`src/rtl/ccip_rd_credit_pkg.sv`:
```
// Shared definitions for the CCI-P channel 0 read-credit shim: header layout
// and the cl_len to cache-line cost mapping.
package ccip_rd_credit_pkg;

    localparam int HDR_WIDTH  = 74;
    localparam int CL_LEN_LSB = 68;
    localparam int CL_LEN_MSB = 69;

    typedef logic [HDR_WIDTH-1:0] t_rd_hdr;

    // The reserved encoding 2 is charged as a 4-line request so credits are never under-counted.
    function automatic logic [2:0] cl_len_to_lines(input logic [1:0] cl_len);
        case (cl_len)
            2'd0:    cl_len_to_lines = 3'd1;
            2'd1:    cl_len_to_lines = 3'd2;
            default: cl_len_to_lines = 3'd4;
        endcase
    endfunction

endpackage

```
`src/rtl/ccip_rd_credit_fifo.sv`:
```
// Request buffer for the read-credit shim: registered-pointer synchronous FIFO
// with a registered almost-full flag derived from the next-state occupancy.
module ccip_rd_credit_fifo #(
    parameter int DEPTH         = 16,
    parameter int WIDTH         = 74,
    parameter int ALMFULL_SLACK = 8
) (
    input  logic             clk,
    input  logic             reset_n,
    input  logic             push_i,
    input  logic [WIDTH-1:0] push_data_i,
    input  logic             pop_i,
    output logic [WIDTH-1:0] head_o,
    output logic             empty_o,
    output logic             almfull_o,
    output logic             overflow_o
);

    localparam int PW         = $clog2(DEPTH);
    localparam int AF_INT     = DEPTH - ALMFULL_SLACK;
    localparam logic [PW:0] FULL_CNT = DEPTH[PW:0];
    localparam logic [PW:0] AF_CNT   = AF_INT[PW:0];

    logic [WIDTH-1:0] mem_q [DEPTH];
    logic [PW-1:0]    wr_ptr_q, wr_ptr_d;
    logic [PW-1:0]    rd_ptr_q, rd_ptr_d;
    logic [PW:0]      count_q, count_d;
    logic             almfull_q, almfull_d;
    logic             full;
    logic             push_ok;
    logic             pop_ok;

    assign full       = (count_q == FULL_CNT);
    assign empty_o    = (count_q == '0);
    assign push_ok    = push_i && !full;
    assign pop_ok     = pop_i && !empty_o;
    assign overflow_o = push_i && full;
    assign head_o     = mem_q[rd_ptr_q];
    assign almfull_o  = almfull_q;

    always_comb begin
        wr_ptr_d = wr_ptr_q;
        rd_ptr_d = rd_ptr_q;
        count_d  = count_q;
        if (push_ok) begin
            wr_ptr_d = wr_ptr_q + 1'b1;
        end
        if (pop_ok) begin
            rd_ptr_d = rd_ptr_q + 1'b1;
        end
        if (push_ok && !pop_ok) begin
            count_d = count_q + 1'b1;
        end else if (pop_ok && !push_ok) begin
            count_d = count_q - 1'b1;
        end
        almfull_d = (count_d >= AF_CNT);
    end

    always_ff @(posedge clk) begin
        if (push_ok) begin
            mem_q[wr_ptr_q] <= push_data_i;
        end
    end

    // Almost-full resets high so the AFU is held off until the shim is out of reset.
    always_ff @(posedge clk or negedge reset_n) begin
        if (!reset_n) begin
            wr_ptr_q  <= '0;
            rd_ptr_q  <= '0;
            count_q   <= '0;
            almfull_q <= 1'b1;
        end else begin
            wr_ptr_q  <= wr_ptr_d;
            rd_ptr_q  <= rd_ptr_d;
            count_q   <= count_d;
            almfull_q <= almfull_d;
        end
    end

endmodule

```
`src/rtl/ccip_c0_rd_credit_shim.sv`:
```
// CCI-P c0 read-request throttle: buffers AFU reads and issues them only while
// the number of cache lines in flight stays within MAX_OUTSTANDING.
module ccip_c0_rd_credit_shim
    import ccip_rd_credit_pkg::*;
#(
    parameter int MAX_OUTSTANDING = 64,
    parameter int BUF_DEPTH       = 16,
    parameter int ALMFULL_SLACK   = 8
) (
    input  logic                 clk,
    input  logic                 reset_n,
    input  logic                 afu_c0tx_valid,
    input  logic [HDR_WIDTH-1:0] afu_c0tx_hdr,
    output logic                 afu_c0tx_almfull,
    output logic                 fiu_c0tx_valid,
    output logic [HDR_WIDTH-1:0] fiu_c0tx_hdr,
    input  logic                 fiu_c0tx_almfull,
    input  logic                 fiu_c0rx_rdvalid,
    output logic [9:0]           outstanding,
    output logic [31:0]          stall_cycles,
    output logic [1:0]           err_sticky
);

    // Flow control: afu_c0tx_valid is a one-cycle push with no ready; the AFU
    // must stop within ALMFULL_SLACK requests of afu_c0tx_almfull rising.
    // fiu_c0tx_valid is likewise a one-cycle strobe, only raised while
    // fiu_c0tx_almfull was low in the cycle before.

    localparam logic [10:0] MAX_C = MAX_OUTSTANDING[10:0];

    t_rd_hdr     fifo_head;
    logic        fifo_empty;
    logic        fifo_almfull;
    logic        fifo_overflow;

    logic [1:0]  head_cl_len;
    logic [2:0]  head_lines;
    logic [10:0] credit_sum;
    logic        credit_ok;
    logic        issue;
    logic        stall;
    logic        underflow;

    logic        fiu_valid_q, fiu_valid_d;
    t_rd_hdr     fiu_hdr_q, fiu_hdr_d;
    logic [9:0]  outstanding_q, outstanding_d;
    logic [31:0] stall_q, stall_d;
    logic [1:0]  err_q, err_d;

    ccip_rd_credit_fifo #(
        .DEPTH         (BUF_DEPTH),
        .WIDTH         (HDR_WIDTH),
        .ALMFULL_SLACK (ALMFULL_SLACK)
    ) u_fifo (
        .clk         (clk),
        .reset_n     (reset_n),
        .push_i      (afu_c0tx_valid),
        .push_data_i (afu_c0tx_hdr),
        .pop_i       (issue),
        .head_o      (fifo_head),
        .empty_o     (fifo_empty),
        .almfull_o   (fifo_almfull),
        .overflow_o  (fifo_overflow)
    );

    assign head_cl_len = fifo_head[CL_LEN_MSB:CL_LEN_LSB];
    assign head_lines  = cl_len_to_lines(head_cl_len);
    assign credit_sum  = {1'b0, outstanding_q} + {8'd0, head_lines};
    assign credit_ok   = (credit_sum <= MAX_C);
    assign issue       = !fifo_empty && !fiu_c0tx_almfull && credit_ok;
    assign stall       = !fifo_empty && !fiu_c0tx_almfull && !credit_ok;

    always_comb begin
        fiu_valid_d   = issue;
        fiu_hdr_d     = issue ? fifo_head : fiu_hdr_q;
        outstanding_d = outstanding_q;
        underflow     = 1'b0;
        // An issue and a returning line in the same cycle are netted together.
        if (issue) begin
            outstanding_d = outstanding_q + {7'd0, head_lines} - {9'd0, fiu_c0rx_rdvalid};
        end else if (fiu_c0rx_rdvalid) begin
            if (outstanding_q == '0) begin
                underflow = 1'b1;
            end else begin
                outstanding_d = outstanding_q - 10'd1;
            end
        end
        stall_d = stall_q;
        if (stall && (stall_q != 32'hFFFF_FFFF)) begin
            stall_d = stall_q + 32'd1;
        end
        err_d = err_q | {underflow, fifo_overflow};
    end

    always_ff @(posedge clk or negedge reset_n) begin
        if (!reset_n) begin
            fiu_valid_q   <= 1'b0;
            fiu_hdr_q     <= '0;
            outstanding_q <= '0;
            stall_q       <= '0;
            err_q         <= '0;
        end else begin
            fiu_valid_q   <= fiu_valid_d;
            fiu_hdr_q     <= fiu_hdr_d;
            outstanding_q <= outstanding_d;
            stall_q       <= stall_d;
            err_q         <= err_d;
        end
    end

    assign afu_c0tx_almfull = fifo_almfull;
    assign fiu_c0tx_valid   = fiu_valid_q;
    assign fiu_c0tx_hdr     = fiu_hdr_q;
    assign outstanding      = outstanding_q;
    assign stall_cycles     = stall_q;
    assign err_sticky       = err_q;

endmodule

```
`config.mk`:
```
export PLATFORM = sky130hd
export DESIGN_NAME = ccip_c0_rd_credit_shim
export DESIGN_NICKNAME = d
export VERILOG_FILES = /design/src/rtl/ccip_rd_credit_pkg.sv /design/src/rtl/ccip_rd_credit_fifo.sv /design/src/rtl/ccip_c0_rd_credit_shim.sv
export SDC_FILE = /design/constraint.sdc
export NUM_CORES = 1
export LEC_CHECK = 0
export BUFFER_PORTS_ARGS = -buffer_cell sky130_fd_sc_hd__clkbuf_2
export CORE_AREA = 2 2 416 418
export CTS_BUF_LIST = sky130_fd_sc_hd__clkbuf_4 sky130_fd_sc_hd__clkbuf_8 sky130_fd_sc_hd__clkbuf_16
export CTS_CLUSTER_DIAMETER = 40
export CTS_CLUSTER_SIZE = 25
export DETAILED_ROUTE_END_ITERATION = 6
export DIE_AREA = 0 0 418 420
export HOLD_SLACK_MARGIN = 0.1
export SYNTH_ARGS = -nofsm -noshare
export SYNTH_HDL_FRONTEND = slang
export SYNTH_SLANG_ARGS = --single-unit
```
`constraint.sdc`:
```
create_clock -name clk -period 10.9 [get_ports clk]
set_clock_uncertainty 0.2 [all_clocks]
set_input_delay 2.18 -clock clk [delete_from_list [all_inputs] [get_ports clk]]
set_output_delay 2.18 -clock clk [all_outputs]
set_load 0.005 [all_outputs]
```
# After elaboration in Yosys (flattened, before gate mapping)
# Memories as Yosys holds them, arrays and structs flattened.
# Cells that the tools add are included.
[word_totals] output_inout_bits=120 elab_cells=57 ff_bits=133 inputBits=79 n_memories=1 ramBits=1184
[mem_list] name="u_fifo.mem_q" depth=16 word_bits=74 read_ports=1 rd_ports_with_merged_regs=0 write_ports=1 line_no="ccip_rd_credit_fifo.sv:24" text="logic [WIDTH-1:0] mem_q [DEPTH];"
[op_classes] n_bitwise=1 n_lt_le_gt_ge=2 add_sub_neg=9 eq_ne=4 reduce_logical=20 mux=11
[ops] operator="$add A32 B1 Y32 const B" n=1
[ops] operator="$ne A32 B32 Y1 const B" n=1
[ops] operator="$mux W10" n=3
[ops] operator="$add A10 B3 Y11" n=1
[ops] operator="$le A11 B7 Y1 const B" n=1
[ops] operator="$add A10 B3 Y10" n=1
[ops] operator="$logic_not A10 Y1" n=1
[ops] operator="$mux W5" n=2
[ops] operator="$sub A10 B1 Y10" n=1
[ops] operator="$sub A10 B1 Y10 const B" n=1
[ops] operator="$logic_and A1 B1 Y1" n=9
[ops] operator="$add A4 B1 Y4 const B" n=2
[ops] operator="$logic_not A1 Y1" n=6
[ops] operator="$pmux W3 S2" n=1
[ops] operator="$add A5 B1 Y5 const B" n=1
[ops] operator="$eq A5 B5 Y1 const B" n=1
[ops] operator="$ge A5 B4 Y1 const B" n=1
[ops] operator="$logic_not A5 Y1" n=1
[ops] operator="$mux W1" n=5
[ops] operator="$sub A5 B1 Y5 const B" n=1
[ops] operator="$eq A2 B1 Y1 const B" n=1
[ops] operator="$logic_not A2 Y1" n=1
[ops] operator="$ne A2 B2 Y1 const B" n=1
[ops] operator="$or A2 B2 Y2" n=1
[ops] operator="other kinds (2)" n=2

# Depth between registers and ports, before layout
# An unclocked memory read counts as a cell.
[logic_depth] word_depth=11 mapped_depth=21 ltp_nobuf=18

# Cells and area by module
# A second synthesis with hierarchy kept.
[unflattened] hier_cells=2368 area_unflattened_um2=50876.3
[by_module_without_submodules] mod="ccip_rd_credit_fifo" n_inst=1 cells_each=1905 area_each_um2=45018.2 seq_area_each_um2=35905.7
[by_module_without_submodules] mod="ccip_c0_rd_credit_shim" n_inst=1 cells_each=463 area_each_um2=5858.1 seq_area_each_um2=2977.9

# Worst setup path before layout
# Ideal clock, no wire load.
[synth_path] kind="input to register" start="input afu_c0tx_valid" end="memory u_fifo.mem_q[0][0], enable pin" path_buffers=0 slack_ps=698 setup_ps=688 required_time_ps=10012 t_arrival_ps=9314 cell_stages=2 path_cell_list="nand2_1 -> nor4_1"
[synth_via] elab_chain_cells=3
[synth_rtl] element="from (decl)" line_no="ccip_c0_rd_credit_shim.sv:12" text="input logic afu_c0tx_valid,"
[synth_rtl] element="$logic_and A1 B1 Y1" line_no="ccip_rd_credit_fifo.sv:35" text="assign push_ok = push_i && !full;"
[synth_rtl] element="$mux W1" line_no="ccip_rd_credit_fifo.sv:60" text="if (push_ok) begin"
[synth_rtl] element="$mux W1 (implied by the code)" line_no="ccip_rd_credit_fifo.sv:61" text="mem_q[wr_ptr_q] <= push_data_i;"
[synth_rtl] element="to (decl)" line_no="ccip_rd_credit_fifo.sv:24"
# No other way between the ends.

# Worst setup path after layout
[layout_path] start="register u_fifo.rd_ptr_q[0]" end="register fiu_hdr_q[50] (netlist: fiu_c0tx_hdr[50])"
[layout_via] elab_chain_cells=6 elab_cells_between_ends=7 cone_classes="add/sub: 1; order compare: 1; eq/ne: 1; mux: 1; reduce/logical: 2; memory: 1"
[layout_rtl] element="from (decl)" line_no="ccip_rd_credit_fifo.sv:26" text="logic [PW-1:0] rd_ptr_q, rd_ptr_d;"
[layout_rtl] element="from (signal assigned)" line_no="ccip_rd_credit_fifo.sv:74" text="rd_ptr_q <= rd_ptr_d;"
[layout_rtl] element="$mem_v2 Z16 W74 (*)"
[layout_rtl] element="$eq A2 B1 Y1 or $logic_not A2 Y1 (tied branches)" line_no="ccip_rd_credit_pkg.sv:13" text="case (cl_len)"
[layout_rtl] element="$pmux W3 S2" line_no="ccip_rd_credit_pkg.sv:13"
[layout_rtl] element="$add A10 B3 Y11" line_no="ccip_c0_rd_credit_shim.sv:68" text="assign credit_sum = {1'b0, outstanding_q} + {8'd0, head_lines};"
[layout_rtl] element="$le A11 B7 Y1" line_no="ccip_c0_rd_credit_shim.sv:69" text="assign credit_ok = (credit_sum <= MAX_C);"
[layout_rtl] element="$logic_and A1 B1 Y1" line_no="ccip_c0_rd_credit_shim.sv:70" text="assign issue = !fifo_empty && !fiu_c0tx_almfull && credit_ok;"
[layout_rtl] element="to (signal assigned)" line_no="ccip_c0_rd_credit_shim.sv:104" text="fiu_hdr_q <= fiu_hdr_d;"
[layout_rtl] element="to (decl)" line_no="ccip_c0_rd_credit_shim.sv:45" text="t_rd_hdr fiu_hdr_q, fiu_hdr_d;"
# Mark *: on every way between the ends. The rest lies on a longest branch, timed or not.
# A chain may end at the register's enable or synchronous reset.

==> results.yml <==
final_layout:
  area_growth_pct: 17.7
  fin_util_pct: 35.2
  drive_gt1_share_pct: 36.9
  layout_common_cells: "sky130_fd_sc_hd__edfxtp_1 (1184), sky130_fd_sc_hd__mux4_2 (370), sky130_fd_sc_hd__clkbuf_2 (197)"
  register_area_um2: 38900
  mostFrequentLayoutCell: "sky130_fd_sc_hd__edfxtp_1"
  multi_input_combinational_cell_area_um2: 11700
  final-instance-count-excl-fill: 4884
  num-nets-final: 2639
  fillers: 15622
sta:
  post-route-min-period_ns: 7.04
  finalHoldViolCount: 0
  max_freq_ghz: 0.142
  setup_total_negative_slack_ns: 0
  timing.final.max_slew_violations: 0
  timing.final.crit_share_pct: 64.5
  slew_headroom_pct: 28.2
  finalSetupViolCount: 0
  transition_time_at_the_pin_with_the_least_slew_margin_ns: 1.08
  setup_repair_after_global_routing_missed_its_margin: "false"
die:
  dieArea_um2: 176000
  fp.dieW_um: 418
  die_h_um: 420
  floorplan.core_area_um2: 171000
  rows: 152
  initial_utilization_pct: 29.9
  floorplan.io_pins: 199
grt:
  wire_length_of_the_first_global_routing_pass_um: 177000
  grt_start_max_net_pins: 140
  grt_antenna_before_repair: 24
  grt_pass1_vias: 24569
  globalRoute.totalOverflow: 0
  gr-usage-all-layers_pct: 14.0
logic_synthesis:
  synthesis.area_um2: 51100
  syn_avg_cell_area_um2: 23.0
  synth_enable_flop_cells: 1184
  synth_top_cell_by_area: "sky130_fd_sc_hd__edfxtp_1"
  netlist-cell-type-count: 59
  synth-async-reset-ratio_pct: 10.1
  synth_largest_type_area_fraction_pct: 69.5
  synth_top_cells_by_area: "sky130_fd_sc_hd__edfxtp_1 (70%), sky130_fd_sc_hd__mux4_2 (16%), sky130_fd_sc_hd__dfrtp_1 (6.5%), sky130_fd_sc_hd__ha_1 (0.95%), sky130_fd_sc_hd__mux2_4 (0.82%)"
  yosysWarnings: 0
  number_of_storage_elements_in_the_synthesis_netlist: 1317
  synth_sequential_area_ratio_pct: 76.0
  mappedNetlistNets: 2346
  synth-main-ff-cell: "sky130_fd_sc_hd__edfxtp_1"
  syn_inst: 2226
place:
  quantity_of_i_o_buffers_inserted_on_ports: 198
  finalWeightedCongestion: 0.730
  post_dp_hpwl_um: 62800
  dp_cells: 4603
min_path:
  hold_class: "reg -> reg"
setup_path:
  worstSetupStartpointType: "flip-flop"
  max_stage_delay_on_crit_path_ns: 0.88
  worst_ep_arrival_time_ns: 7.50
  data_required_time_of_the_critical_path_ns: 11.37
  cp-end-kind: "flip-flop"
  crit_chain: "mux4_2 -> mux4_2 -> or2_2 -> inv_1 -> ha_1 -> fa_1 -> nor2_1 -> o211ai_1 -> a2111o_1 -> a211oi_4 -> buf_4 -> nand2_1 -> clkinv_4 -> buf_4 -> mux2_2"
  setup.worst_path.class: "reg -> reg"
  worst_path_max_delay_cell: "sky130_fd_sc_hd__dfrtp_4"
  critical_path.max_fanout: 49
clocking:
  count_of_buffers_added_by_post_cts_timing_repair_for_setup: 0
  post_cts_resize_count: 0
  worstSkewPairLatency_ns: 0.78
  cts_tree: "done"
  clk_root_buffer_cell: "sky130_fd_sc_hd__clkbuf_16"
  cts-hold-fix-buffers: 0
  path_clk_slew_ns: 0.06
  numCtsBuffers: 147
  h_tree_levels: 4
  cts.path.max_buffers: 3
  cts_num_sinks: 1317
drt:
  per_cell_routed_wire_length_um: 25.2
  drc: 0
  via_per_inst: 4.87
  num_vias: 23769
  routed_antenna_nets: 0
  drtPass1Iterations: 7
  detail_route.iter0.violations: 2183
  detail_route.wirelength_um: 123000
pwr:
  power-per-cell-area_nw_per_um2: 206
  vdd_ir_drop_max_mv: 0.129
  power.leakage_nw: 19.6
  post-layout-total-power_mw: 12.4
run_status:
  status: "completed"
run:
  maxCapViolCount: 0
[cells by family (layout without fill, tap and decap cells)]
group | Yosys count | count (layout) | synth area share, %
and+or+nand+nor | 167 | 167 | 1.73
other | 0 | 7 | 0
buffers and inverters | 144 | 562 | 1.28
muxes | 452 | 452 | 18.3
AOI/OAI and AO/OA | 46 | 46 | 0.607
DFF | 1317 | 1317 | 76.0
adders and majority gates | 41 | 41 | 1.03
xor gates and xnor gates | 59 | 59 | 1.01
[metrics by stage]
step / hold WS, ns / setup WS, ns / instance area (um^2)
2_1_floorplan: 0.266 / 0.698 / 51100
3_5_place_dp: 0.263 / 3.76 / 54900
6_report: 0.269 / 3.86 / 60200
3_3_place_gp: 0.252 / 3.81 / 54900
5_1_grt: 0.285 / 3.45 / 60200
4_1_cts: 0.277 / 3.76 / 60200
[synth_stat cells, types with 2 or more instances]
library cell,count
sky130_fd_sc_hd__buf_2,29
sky130_fd_sc_hd__a211oi_1,2
sky130_fd_sc_hd__nor3b_1,6
sky130_fd_sc_hd__mux4_2,370
sky130_fd_sc_hd__mux2_2,35
sky130_fd_sc_hd__and3_1,6
sky130_fd_sc_hd__buf_4,4
sky130_fd_sc_hd__nor2b_1,4
sky130_fd_sc_hd__and4_1,3
sky130_fd_sc_hd__xor2_1,31
sky130_fd_sc_hd__ha_1,39
sky130_fd_sc_hd__xnor2_1,28
sky130_fd_sc_hd__edfxtp_1,1184
sky130_fd_sc_hd__mux2_4,28
sky130_fd_sc_hd__a21oi_1,15
sky130_fd_sc_hd__and2_1,8
sky130_fd_sc_hd__nand2b_1,2
sky130_fd_sc_hd__a31o_2,2
sky130_fd_sc_hd__nor4_1,14
sky130_fd_sc_hd__nand2_1,27
sky130_fd_sc_hd__nand4_1,16
sky130_fd_sc_hd__buf_1,2
sky130_fd_sc_hd__nor4b_1,4
sky130_fd_sc_hd__inv_1,39
sky130_fd_sc_hd__nand3_1,20
sky130_fd_sc_hd__clkbuf_1,60
sky130_fd_sc_hd__mux2i_1,6
sky130_fd_sc_hd__o21ai_0,8
sky130_fd_sc_hd__or2_2,2
sky130_fd_sc_hd__dfrtp_1,132
sky130_fd_sc_hd__o211ai_1,4
sky130_fd_sc_hd__nor3_1,22
sky130_fd_sc_hd__or3_1,2
sky130_fd_sc_hd__buf_8,2
sky130_fd_sc_hd__mux2_1,13
sky130_fd_sc_hd__nand3b_1,3
sky130_fd_sc_hd__fa_1,2
sky130_fd_sc_hd__buf_6,5
sky130_fd_sc_hd__nor2_1,27
[critical path, delay by kind of cell, from the launching register on]
kind / cells / cell delay (ns)
AOI/OAI and AO/OA: 3 / 0.75
adders and majority gates: 2 / 0.63
buffers and inverters: 4 / 1.89
DFF: 1 / 0.88
muxes: 3 / 1.56
and+or+nand+nor: 3 / 0.93
[metal layers]
metal  share of wire [%]  global-route usage [%]  vias to the layer above
met4                 2.7                    4.52                       22
met5               0.095                       0                        -
met3                 5.9                    3.42                      211
met1                  42                    18.2                    12891
li1                    -                       -                     9975
met2                  49                    22.9                      670
[path summary, 6_finish.rpt]
check	from	to	slack [ns]	depth (start not counted)
setup / recovery	u_fifo.rd_ptr_q[0]	fiu_c0tx_hdr[50]	3.86	15
hold / removal	err_sticky[0]	err_sticky[0]	0.27	1
setup reg to reg	u_fifo.rd_ptr_q[0]	fiu_c0tx_hdr[50]	3.86	15
hold reg to reg	err_sticky[0]	err_sticky[0]	0.27	1
max in group asynchronous	reset_n	fiu_c0tx_hdr[45]	8.11	2
min in group asynchronous	reset_n	fiu_c0tx_hdr[13]	1.18	1
[registers in the layout, indices dropped and copies added, names as in the netlist, named ones only]
name and flops:
fiu_c0tx_hdr 74, u_fifo.rd_ptr_q 4, u_fifo.wr_ptr_q 4, err_sticky 2
u_fifo.count_q 3, outstanding 10, fiu_c0tx_valid 1, stall_cycles 32
u_fifo.mem_q 1184, u_fifo.almfull_o 1
[area by class of cell]
| class | instances | area share (%) |
|---|---|---|
| Sequential cell | 1317 | 64.7 |
| Inverter | 42 | 0.270 |
| Tap cell | 2233 | 4.64 |
| Clock inverter | 115 | 2.35 |
| Multi-Input combinational cell | 765 | 19.4 |
| Antenna cell | 7 | 0.0291 |
| Clock buffer | 159 | 6.32 |
| Timing Repair Buffer | 246 | 2.30 |
[report_power, final]
group	total (mW)	internal (mW)	switching [mW]	leakage, nW
clock	5.19	2.92	2.26	2.52
combinational	1.08	0.346	0.730	4.67
sequential	6.13	5.98	0.151	12.4
Power figures use the tool's default switching activity.
